### src/rtl/vertex_integrator_pkg.sv
`default_nettype none
// ============================================================================
// Module   : vertex_integrator_pkg
// Brief    : Shared physics widths, integrator state encoding, signed saturation.
// Revision : 1.0
// ============================================================================
package vertex_integrator_pkg;

    localparam int FORCE_SIZE_DEF    = 8;
    localparam int POSITION_SIZE_DEF = 8;
    localparam int VELOCITY_SIZE_DEF = 7;

    typedef enum logic [1:0] {
        ST_ACCUM     = 2'd0,
        ST_INTEGRATE = 2'd1,
        ST_DONE      = 2'd2
    } state_t;

    // Clamp a wide signed value into the signed range of a 'width'-bit field.
    function automatic logic signed [31:0] saturate(input logic signed [31:0] value,
                                                    input int                 width);
        logic signed [31:0] max_v;
        logic signed [31:0] min_v;
        max_v = (32'sd1 <<< (width - 1)) - 32'sd1;
        min_v = -max_v - 32'sd1;
        if (value > max_v) begin
            return max_v;
        end
        if (value < min_v) begin
            return min_v;
        end
        return value;
    endfunction

endpackage
`default_nettype wire

### src/rtl/vertex_integrator_sat_add.sv
`default_nettype none
// ============================================================================
// Module   : sat_add
// Brief    : Signed adder whose result clamps to the signed range of OUT_W.
// Revision : 1.0
// ============================================================================
module sat_add
    import vertex_integrator_pkg::*;
#(
    parameter int A_W   = 8,
    parameter int B_W   = 8,
    parameter int OUT_W = 8
)(
    input  logic signed [A_W-1:0]   a_i,
    input  logic signed [B_W-1:0]   b_i,
    output logic signed [OUT_W-1:0] sum_o
);

    logic signed [31:0] sum_w;

    assign sum_w = 32'(a_i) + 32'(b_i);
    assign sum_o = OUT_W'(saturate(sum_w, OUT_W));

endmodule
`default_nettype wire

### src/rtl/vertex_integrator.sv
`default_nettype none
// ============================================================================
// Module   : vertex_integrator
// Brief    : Accumulates spring forces per vertex, then integrates all vertices
//            one per cycle with semi-implicit Euler and saturating arithmetic.
// Revision : 1.0
// ============================================================================
module vertex_integrator
    import vertex_integrator_pkg::*;
#(
    parameter int NUM_VERTICES  = 8,
    parameter int FORCE_SIZE    = FORCE_SIZE_DEF,
    parameter int POSITION_SIZE = POSITION_SIZE_DEF,
    parameter int VELOCITY_SIZE = VELOCITY_SIZE_DEF,
    parameter int MASS_SHIFT    = 2,
    parameter int GRAVITY       = -1,
    localparam int IDX_W        = $clog2(NUM_VERTICES)
)(
    input  logic                            clk_in,
    input  logic                            rst_in,
    input  logic                            force_valid,
    input  logic signed [FORCE_SIZE-1:0]    force_x,
    input  logic signed [FORCE_SIZE-1:0]    force_y,
    input  logic [IDX_W-1:0]                idx1,
    input  logic [IDX_W-1:0]                idx2,
    output logic                            force_ready,
    input  logic                            step_start,
    output logic                            step_done,
    input  logic [NUM_VERTICES-1:0]         pin_mask,
    input  logic                            load_valid,
    input  logic [IDX_W-1:0]                load_idx,
    input  logic signed [POSITION_SIZE-1:0] load_x,
    input  logic signed [POSITION_SIZE-1:0] load_y,
    input  logic [IDX_W-1:0]                rd_idx,
    output logic signed [POSITION_SIZE-1:0] rd_x,
    output logic signed [POSITION_SIZE-1:0] rd_y,
    output logic signed [VELOCITY_SIZE-1:0] rd_vx,
    output logic signed [VELOCITY_SIZE-1:0] rd_vy
);

    localparam int ACC_SIZE = FORCE_SIZE + 4;
    // Shifted accumulator plus gravity needs headroom before velocity clamping.
    localparam int DV_W     = ACC_SIZE + 2;

    state_t                         state_q;
    logic [IDX_W-1:0]               cnt_q;
    logic                           step_done_q;

    logic signed [POSITION_SIZE-1:0] pos_x_q [NUM_VERTICES];
    logic signed [POSITION_SIZE-1:0] pos_y_q [NUM_VERTICES];
    logic signed [VELOCITY_SIZE-1:0] vel_x_q [NUM_VERTICES];
    logic signed [VELOCITY_SIZE-1:0] vel_y_q [NUM_VERTICES];
    logic signed [ACC_SIZE-1:0]      acc_x_q [NUM_VERTICES];
    logic signed [ACC_SIZE-1:0]      acc_y_q [NUM_VERTICES];
    logic signed [ACC_SIZE-1:0]      acc_x_d [NUM_VERTICES];
    logic signed [ACC_SIZE-1:0]      acc_y_d [NUM_VERTICES];

    logic [NUM_VERTICES-1:0]        load_hit_w;
    logic [NUM_VERTICES-1:0]        proc_hit_w;

    logic signed [ACC_SIZE-1:0]     fx_pos_w;
    logic signed [ACC_SIZE-1:0]     fy_pos_w;
    logic signed [ACC_SIZE-1:0]     fx_neg_w;
    logic signed [ACC_SIZE-1:0]     fy_neg_w;
    logic                           pair_ok_w;

    assign fx_pos_w  = ACC_SIZE'(force_x);
    assign fy_pos_w  = ACC_SIZE'(force_y);
    assign fx_neg_w  = -fx_pos_w;
    assign fy_neg_w  = -fy_pos_w;
    assign pair_ok_w = force_valid && (state_q == ST_ACCUM) && (idx1 != idx2);

    for (genvar i = 0; i < NUM_VERTICES; i++) begin : g_vertex
        logic                       hit1_w;
        logic                       hit2_w;
        logic signed [ACC_SIZE-1:0] dx_w;
        logic signed [ACC_SIZE-1:0] dy_w;

        assign hit1_w = pair_ok_w && (idx1 == IDX_W'(i));
        assign hit2_w = pair_ok_w && (idx2 == IDX_W'(i));
        assign dx_w   = hit1_w ? fx_pos_w : (hit2_w ? fx_neg_w : '0);
        assign dy_w   = hit1_w ? fy_pos_w : (hit2_w ? fy_neg_w : '0);

        assign load_hit_w[i] = load_valid && (state_q == ST_ACCUM) && (load_idx == IDX_W'(i));
        assign proc_hit_w[i] = (state_q == ST_INTEGRATE) && (cnt_q == IDX_W'(i));

        sat_add #(.A_W(ACC_SIZE), .B_W(ACC_SIZE), .OUT_W(ACC_SIZE)) u_acc_x (
            .a_i   (acc_x_q[i]),
            .b_i   (dx_w),
            .sum_o (acc_x_d[i])
        );

        sat_add #(.A_W(ACC_SIZE), .B_W(ACC_SIZE), .OUT_W(ACC_SIZE)) u_acc_y (
            .a_i   (acc_y_q[i]),
            .b_i   (dy_w),
            .sum_o (acc_y_d[i])
        );
    end

    logic signed [POSITION_SIZE-1:0] cur_px_w;
    logic signed [POSITION_SIZE-1:0] cur_py_w;
    logic signed [VELOCITY_SIZE-1:0] cur_vx_w;
    logic signed [VELOCITY_SIZE-1:0] cur_vy_w;
    logic signed [ACC_SIZE-1:0]      cur_ax_w;
    logic signed [ACC_SIZE-1:0]      cur_ay_w;

    always_comb begin
        cur_px_w = '0;
        cur_py_w = '0;
        cur_vx_w = '0;
        cur_vy_w = '0;
        cur_ax_w = '0;
        cur_ay_w = '0;
        for (int i = 0; i < NUM_VERTICES; i++) begin
            if (cnt_q == IDX_W'(i)) begin
                cur_px_w = pos_x_q[i];
                cur_py_w = pos_y_q[i];
                cur_vx_w = vel_x_q[i];
                cur_vy_w = vel_y_q[i];
                cur_ax_w = acc_x_q[i];
                cur_ay_w = acc_y_q[i];
            end
        end
    end

    logic signed [ACC_SIZE-1:0]      shx_w;
    logic signed [ACC_SIZE-1:0]      shy_w;
    logic signed [DV_W-1:0]          dvx_w;
    logic signed [DV_W-1:0]          dvy_w;
    logic signed [VELOCITY_SIZE-1:0] vx_d;
    logic signed [VELOCITY_SIZE-1:0] vy_d;
    logic signed [POSITION_SIZE-1:0] px_d;
    logic signed [POSITION_SIZE-1:0] py_d;

    assign shx_w = cur_ax_w >>> MASS_SHIFT;
    assign shy_w = cur_ay_w >>> MASS_SHIFT;
    assign dvx_w = DV_W'(shx_w);
    assign dvy_w = DV_W'(shy_w) + DV_W'(GRAVITY);

    sat_add #(.A_W(VELOCITY_SIZE), .B_W(DV_W), .OUT_W(VELOCITY_SIZE)) u_vel_x (
        .a_i   (cur_vx_w),
        .b_i   (dvx_w),
        .sum_o (vx_d)
    );

    sat_add #(.A_W(VELOCITY_SIZE), .B_W(DV_W), .OUT_W(VELOCITY_SIZE)) u_vel_y (
        .a_i   (cur_vy_w),
        .b_i   (dvy_w),
        .sum_o (vy_d)
    );

    // Position advances with the freshly updated velocity.
    sat_add #(.A_W(POSITION_SIZE), .B_W(VELOCITY_SIZE), .OUT_W(POSITION_SIZE)) u_pos_x (
        .a_i   (cur_px_w),
        .b_i   (vx_d),
        .sum_o (px_d)
    );

    sat_add #(.A_W(POSITION_SIZE), .B_W(VELOCITY_SIZE), .OUT_W(POSITION_SIZE)) u_pos_y (
        .a_i   (cur_py_w),
        .b_i   (vy_d),
        .sum_o (py_d)
    );

    always_ff @(posedge clk_in) begin
        if (rst_in) begin
            state_q     <= ST_ACCUM;
            cnt_q       <= '0;
            step_done_q <= 1'b0;
            for (int i = 0; i < NUM_VERTICES; i++) begin
                pos_x_q[i] <= '0;
                pos_y_q[i] <= '0;
                vel_x_q[i] <= '0;
                vel_y_q[i] <= '0;
                acc_x_q[i] <= '0;
                acc_y_q[i] <= '0;
            end
        end else begin
            step_done_q <= 1'b0;
            for (int i = 0; i < NUM_VERTICES; i++) begin
                if (load_hit_w[i]) begin
                    pos_x_q[i] <= load_x;
                    pos_y_q[i] <= load_y;
                    vel_x_q[i] <= '0;
                    vel_y_q[i] <= '0;
                    acc_x_q[i] <= '0;
                    acc_y_q[i] <= '0;
                end else if (proc_hit_w[i]) begin
                    acc_x_q[i] <= '0;
                    acc_y_q[i] <= '0;
                    if (pin_mask[i]) begin
                        vel_x_q[i] <= '0;
                        vel_y_q[i] <= '0;
                    end else begin
                        vel_x_q[i] <= vx_d;
                        vel_y_q[i] <= vy_d;
                        pos_x_q[i] <= px_d;
                        pos_y_q[i] <= py_d;
                    end
                end else begin
                    acc_x_q[i] <= acc_x_d[i];
                    acc_y_q[i] <= acc_y_d[i];
                end
            end

            case (state_q)
                ST_ACCUM: begin
                    if (step_start) begin
                        state_q <= ST_INTEGRATE;
                        cnt_q   <= '0;
                    end
                end
                ST_INTEGRATE: begin
                    if (cnt_q == IDX_W'(NUM_VERTICES - 1)) begin
                        state_q     <= ST_DONE;
                        step_done_q <= 1'b1;
                    end else begin
                        cnt_q <= cnt_q + IDX_W'(1);
                    end
                end
                ST_DONE: begin
                    state_q <= ST_ACCUM;
                end
                default: begin
                    state_q <= ST_ACCUM;
                end
            endcase
        end
    end

    assign force_ready = (state_q == ST_ACCUM);
    assign step_done   = step_done_q;

    always_comb begin
        rd_x  = '0;
        rd_y  = '0;
        rd_vx = '0;
        rd_vy = '0;
        for (int i = 0; i < NUM_VERTICES; i++) begin
            if (rd_idx == IDX_W'(i)) begin
                rd_x  = pos_x_q[i];
                rd_y  = pos_y_q[i];
                rd_vx = vel_x_q[i];
                rd_vy = vel_y_q[i];
            end
        end
    end

endmodule
`default_nettype wire

### config.mk
export PLATFORM = sky130hd
export DESIGN_NAME = vertex_integrator
export DESIGN_NICKNAME = d
export VERILOG_FILES = /design/src/rtl/vertex_integrator_pkg.sv /design/src/rtl/vertex_integrator_sat_add.sv /design/src/rtl/vertex_integrator.sv
export SDC_FILE = /design/constraint.sdc
export NUM_CORES = 1
export LEC_CHECK = 0
export ABC_AREA = 1
export ABC_CLOCK_PERIOD_IN_PS = 4900
export CAP_MARGIN = 5
export CORE_MARGIN = 8
export CORE_UTILIZATION = 45
export CTS_BUF_LIST = sky130_fd_sc_hd__clkbuf_4
export DETAILED_ROUTE_END_ITERATION = 16
export REMOVE_ABC_BUFFERS = 1
export SYNTH_ARGS = -nofsm -noshare
export SYNTH_HDL_FRONTEND = slang
export SYNTH_HIERARCHICAL = 1
export SYNTH_SLANG_ARGS = --single-unit
### constraint.sdc
create_clock -name clk_in -period 4.9 [get_ports clk_in]
set_clock_uncertainty 0.15 [all_clocks]
set_input_delay 0.49 -clock clk_in [delete_from_list [all_inputs] [get_ports clk_in]]
set_output_delay 0.49 -clock clk_in [all_outputs]
set_load 0.05 [all_outputs]
== Word level (Yosys, flattened, before mapping) ==
Memory sizes are Yosys's and may differ from the RTL's.
Cells that the tools add are included.

* Bits in registers: 6
* Memory bits (writable): 432
* Input bits: 57
* Output and inout bits: 32
* Logic and storage cells: 844
* Memories: 6

* Add/subtract/negate cells: 24
* $lt $le $gt $ge: 40
* Eq/ne operators: 40
* Multiplexer cells: 557
* Bitwise operators: 129
* Reduce and logical (&&, ||, !) cells: 45

{| class="wikitable"
|+ Memories
! name !! words !! bits a word !! read ports !! clocked after memory_dff !! wr ports !! line !! text
|-
| acc_x_q || 8 || 12 || 8 || 0 || 8 || vertex_integrator.sv:53 || <nowiki>logic signed [ACC_SIZE-1:0] acc_x_q [NUM_VERTICES];</nowiki>
|-
| acc_y_q || 8 || 12 || 8 || 0 || 8 || vertex_integrator.sv:54 || <nowiki>logic signed [ACC_SIZE-1:0] acc_y_q [NUM_VERTICES];</nowiki>
|-
| pos_x_q || 8 || 8 || 8 || 0 || 8 || vertex_integrator.sv:49 || <nowiki>logic signed [POSITION_SIZE-1:0] pos_x_q [NUM_VERTICES];</nowiki>
|-
| pos_y_q || 8 || 8 || 8 || 0 || 8 || vertex_integrator.sv:50 || <nowiki>logic signed [POSITION_SIZE-1:0] pos_y_q [NUM_VERTICES];</nowiki>
|-
| vel_x_q || 8 || 7 || 8 || 0 || 8 || vertex_integrator.sv:51 || <nowiki>logic signed [VELOCITY_SIZE-1:0] vel_x_q [NUM_VERTICES];</nowiki>
|-
| vel_y_q || 8 || 7 || 8 || 0 || 8 || vertex_integrator.sv:52 || <nowiki>logic signed [VELOCITY_SIZE-1:0] vel_y_q [NUM_VERTICES];</nowiki>
|}

{| class="wikitable"
|+ Operator list
! kind !! number
|-
| $mux 12 || 160
|-
| $mux 7 || 88
|-
| $mux 8 || 72
|-
| $mux 1 || 231
|-
| $add 12x12->13 || 16
|-
| $gt 13x12->1 const B || 16
|-
| $lt 13x12->1 const B || 16
|-
| $or 1x1->1 || 128
|-
| $eq 3x3->1 const B || 20
|-
| $logic_and 1x1->1 || 35
|-
| $eq 3x2->1 const B || 10
|-
| $neg 8->12 || 2
|-
| $add 8x7->9 || 2
|-
| $gt 9x8->1 const B || 2
|-
| $lt 9x8->1 const B || 2
|-
| $eq 3x1->1 const B || 5
|-
| $logic_not 3->1 || 5
|-
| $add 7x11->12 || 1
|-
| $gt 12x7->1 const B || 1
|-
| $lt 12x7->1 const B || 1
|-
| $add 10x1->11 const B || 1
|-
| $add 7x10->11 || 1
|-
| $gt 11x7->1 const B || 1
|-
| $lt 11x7->1 const B || 1
|-
| other kinds (15) || 18
|}

== Longest topological paths before layout ==
Gate-level depths: netlist of the first run.

* Depth in word-level cells: 23
* Gate-level depth with buffers: 49
* Depth with buffers taken out: 48

== Modules after synthesis ==
The synthesis of the first run kept the hierarchy.

{| class="wikitable"
|+ By module, submodules not included
! module !! times used !! cells an instance !! area an instance (sq um) !! sequential area each (sq um)
|-
| vertex_integrator || 1 || 2945 || 24875.1 || 13092.6
|-
| sat_add at g_vertex[1].u_acc_x ... || 12 || 136 || 721.9 || 0.0
|-
| sat_add at g_vertex[0].u_acc_x ... || 4 || 147 || 788.3 || 0.0
|-
| sat_add at u_vel_x ... || 2 || 186 || 974.7 || 0.0
|-
| sat_add at u_pos_x ... || 2 || 79 || 471.7 || 0.0
|}

== Worst setup path before layout of the first run ==
OpenSTA, ideal clock, no wires.

* Path kind: reg-to-reg
* From: reg cnt_q[2]
* To: mem pos_x_q[1][1] in the netlist's numbering (data pin)
* Library setup time: 0.255 ns
* Data arrival time: 4.982 ns
* Data required time: 4.495 ns
* Path slack: -0.487 ns
* Cell stages (with the launch flop): 39
* Buffers on the path: 5
* Period minus slack after synthesis: 5.387 ns
* Path through: dfxtp_1 -> buf_6 -> inv_4 -> buf_4 -> ha_1 -> buf_2 -> buf_2 -> buf_1 -> o21ai_0 -> nor2_1 -> o211ai_1 -> o211ai_1 -> nand2_1 -> ha_1 -> nand2_1 -> nand2_1 -> inv_1 -> nor2_1 -> (+3 left out) -> xor2_2 -> nand2_2 -> nand2_1 -> nand2_1 -> ha_1 -> fa_1 -> nand2_1 -> nand2_1 -> nand4_1 -> nand2_1 -> nand2_4 -> nand2_4 -> nand2_1 -> nand2_1 -> inv_1 -> a21oi_1 -> o21ai_0 -> inv_1

{| class="wikitable"
|+ RTL lines
! what !! line !! text
|-
| from (decl) || vertex_integrator.sv:46 || <nowiki>logic [IDX_W-1:0] cnt_q;</nowiki>
|-
| from (signal assigned) || vertex_integrator.sv:218 || <nowiki>cnt_q <= cnt_q + IDX_W'(1);</nowiki>
|-
| to (decl) || vertex_integrator.sv:49 ||
|}

==> results.toml, run 1 <==
[run_status]
status = "complete, but fails checks"
violations = "negative setup slack"

[cts]
clock_latency_ns = 1.05
cts_num_sinks = 438
clk_pin_slew_worst_paths_ns = 0.06
clockBufferDepth = 3
cts_tree = "done"
htree_levels = 4
cts-root-buf = "clkbuf_4"
cts_buffers = 135

[drt]
remaining_drc_errors = 0
drt_first_iter_violations = 4381
wirelength_mm = 149.0
via_count = 42121
postRouteAntennaNets = 0
viasPerCell = 5.345
firstDrtPassIters = 6
post_drt_wl_per_cell_um = 18.90

[sta]
timing.slew.headroom_pct = 18.57
setup_viol = 128
setup_ws_ns = -0.6725
rsz0062_at_grt = "true"
fin_setup_tns_ns = -70.49
whs_ns = 0.1362
timing.final.max_slew_violations = 0
fin_crit_ns = 5.573
fmax_ghz = 0.1795
final_hold_viol_count = 0
worstMarginPinSlew_ns = 1.221
timing.final.crit_share_pct = 113.7

[floorplanning]
start_util_pct = 45.49
dieArea_um2 = 97710
core_area_um2 = 87020
die_h_um = 312.6
rows = 108
ioPinCount = 89
die_x_um = 312.6

[worst_setup_path]
ff2ff_setup_slack_ns = -0.67
worstReg2RegStart = "cnt_q[0]$_SDFFE_PP0P_"
path_max_fanout = 8
worstReg2RegEnd = "pos_y_q[0][25]$_SDFFCE_PN0P_"
start_kind = "flip-flop"
cp_slowest_cell = "dfxtp_4"
critPathArrivalTime_ns = 6.20
cp_common_cell = "nand2_4"
max_stage_delay_ns = 0.40
r2r_cells = 40
path_class = "flip-flop to flip-flop"
end_kind = "flip-flop"
worstPathRequired_ns = 5.53

[global_route]
grt_pass1_vias = 39511
grt_use_total_pct = 29.13
grt_overflow = 0
grt_antenna_before_repair = 1
grt_pass1_wl_mm = 223.2
grt_max_degree = 39

[logic_synthesis]
ys_seq_area_share_pct = 33.08
yosysUniqueCellTypes = 59
ys_warn_count = 6
syn_inst = 5695
ys_async_sr_fraction_pct = 0
synth_largest_area_cell = "edfxtp_1"
synth.most_common_cell = "nand2_1"
synth_top_cell_area_share_pct = 32.77
synth-edff-count = 432
yosys-top-cells-area = "edfxtp_1 (33%), nand2_1 (15%), inv_1 (7.8%)"
synth_area_um2 = 39580
yosys_most_used_dff = "edfxtp_1"
synth-seq-cells = 438
syn_area_per_cell_um2 = 6.951
synthTopCellsByCount = "nand2_1 (1606), inv_1 (826), nor2_1 (668)"

[placed_design]
pre_cts_slack_ns = -1.098
dp_hpwl_mm = 106.1
globalplace.congestion = 0.9342
io_buffers = 88

[final_layout]
fillers = 8260
register_area_um2 = 13100
area_growth_pct = 29.53
multi_input_area_um2 = 24580
drive_above_1_share_pct = 22.95
nNetsFinal = 6952
final_util_pct = 58.92

[worst_hold_path]
hold_class = "input pin to flip-flop"
hold_end = "state_q[1]$_SDFFE_PP0P_"
min_from = "rst_in"
min_path_cells = 3

[flow_run]
drv_cap = 0

[power_and_ir_drop]
vdd_ir_drop_max_mv = 0.3383
power_uw = 18090
power_density_nw_per_um2 = 352.7
p_leak_uw = 0.02615
==> layer usage <==
layer  wire (um)  part of all wire, %  global-route usage [%]  up-vias
met4        5702                  3.8                   10.91        0
li1            -                    -                       -    20331
met1       61860                   42                   39.28    19368
met5           0                    0                       0        -
met3       16100                   11                   6.389      380
met2       65290                   44                   45.65     2042
==> sequential cells by signal, indices dropped and copies added (netlist names) <==
name	flops
acc_x_q	96
cnt_q	3
vel_y_q	56
vel_x_q	56
acc_y_q	96
step_done	1
pos_x_q	64
pos_y_q	64
state_q	2
==> final cells by class <==
cell class / count / area share (%)
timing repair inverter: 1 / 0.007321
sequential: 438 / 25.55
antenna: 2 / 0.009761
timing repair buffer: 822 / 13.86
clock inverter: 48 / 0.5344
inverter: 876 / 6.611
tap: 1155 / 2.818
multi-input combinational: 4356 / 47.95
clock buffer: 182 / 2.665
==> cell usage in the layout, fill, tap and decap left out, types with 17 or more instances in the layout <==
cell / n
ha_1: 211
xnor2_1: 57
o21ai_0: 191
nand3_2: 27
edfxtp_1: 432
a221oi_1: 33
buf_4: 683
nand2_4: 43
a211oi_2: 26
conb_1: 192
nand2_1: 1508
xor2_1: 87
o2111ai_1: 17
buf_12: 51
o21ai_1: 81
o211ai_1: 23
o22ai_1: 108
ha_4: 33
o21ai_2: 29
nor2_2: 26
clkbuf_4: 182
inv_1: 799
nand4_1: 77
nand2_2: 189
a21oi_1: 224
a21oi_2: 33
clkinv_1: 43
inv_2: 40
or2_0: 18
nand3_1: 267
buf_6: 23
nor2_1: 645
clkdlybuf4s50_1: 58
==> critical path, delay by kind of cell, from the launching register on <==
family | cells | cell delay (ns)
buffers and inverters | 8 | 0.85
AOI/OAI and AO/OA | 4 | 0.57
DFF | 1 | 0.40
and+or+nand+nor | 24 | 2.35
adders and majority gates | 4 | 1.01
==> worst max-delay path by stage <==
stage                          start                      endpoint  cells past startpoint
2_1_floorplan  cnt_q[2]$_SDFFE_PP0P_  pos_y_q[0][25]$_SDFFCE_PN0P_                     41
3_3_place_gp   cnt_q[0]$_SDFFE_PP0P_  pos_y_q[0][25]$_SDFFCE_PN0P_                     46
3_5_place_dp   cnt_q[0]$_SDFFE_PP0P_   pos_y_q[0][1]$_SDFFCE_PN0P_                     41
4_1_cts        cnt_q[0]$_SDFFE_PP0P_  pos_y_q[0][25]$_SDFFCE_PN0P_                     41
5_1_grt        cnt_q[1]$_SDFFE_PP0P_   pos_y_q[1][3]$_SDFFCE_PN0P_                     47
6_report       cnt_q[0]$_SDFFE_PP0P_  pos_y_q[0][25]$_SDFFCE_PN0P_                     40
==> power by group <==
group	switching [uW]	internal, uW	total [uW]
Sequential	182	4450	4630
Clock	1880	1800	3670
Combinational	5760	4020	9780
==> cells by family after synthesis <==
logic type | Yosys count | share of synthesized area, %
AND/OR/NAND/NOR | 2890 | 30.84
buffers and inverters | 1094 | 11.17
AO/OA/AOI/OAI | 860 | 12.86
flip-flops | 438 | 33.08
adder cells (fa/ha/maj) | 265 | 8.756
XOR/XNOR | 147 | 3.290
other | 1 | 0.009473
==> through the flow <==
stage / cell area (um2) / instances
6_report: 51270 / 7880
5_1_grt: 51270 / 7879
4_1_cts: 49820 / 7847
3_5_place_dp: 47160 / 7588
3_3_place_gp: 47160 / 7588
2_1_floorplan: 39170 / 5668
==> repair_timing <==
action | 4_1_cts | 5_1_grt
endpoints found under the hold margin | 0 | 0
resized for setup | 219 | 307
cloned | 3 | 0
pin swaps | 56 | 124
hold buffers | 0 | 0
setup endpoints to repair | 136 | 160
buffers inserted | 26 | 32
Power figures use the tool's default switching activity.
==> run 2, diff against run 1 <==
--- a/config.mk
+++ b/config.mk
@@ -7,7 +7,6 @@
 export LEC_CHECK = 0
 export ABC_AREA = 1
 export ABC_CLOCK_PERIOD_IN_PS = 4900
-export CAP_MARGIN = 5
 export CORE_MARGIN = 8
 export CORE_UTILIZATION = 45
 export CTS_BUF_LIST = sky130_fd_sc_hd__clkbuf_4
==> results of run 2 <==
Final layout, timing and power as in run 1 (identical DEF).
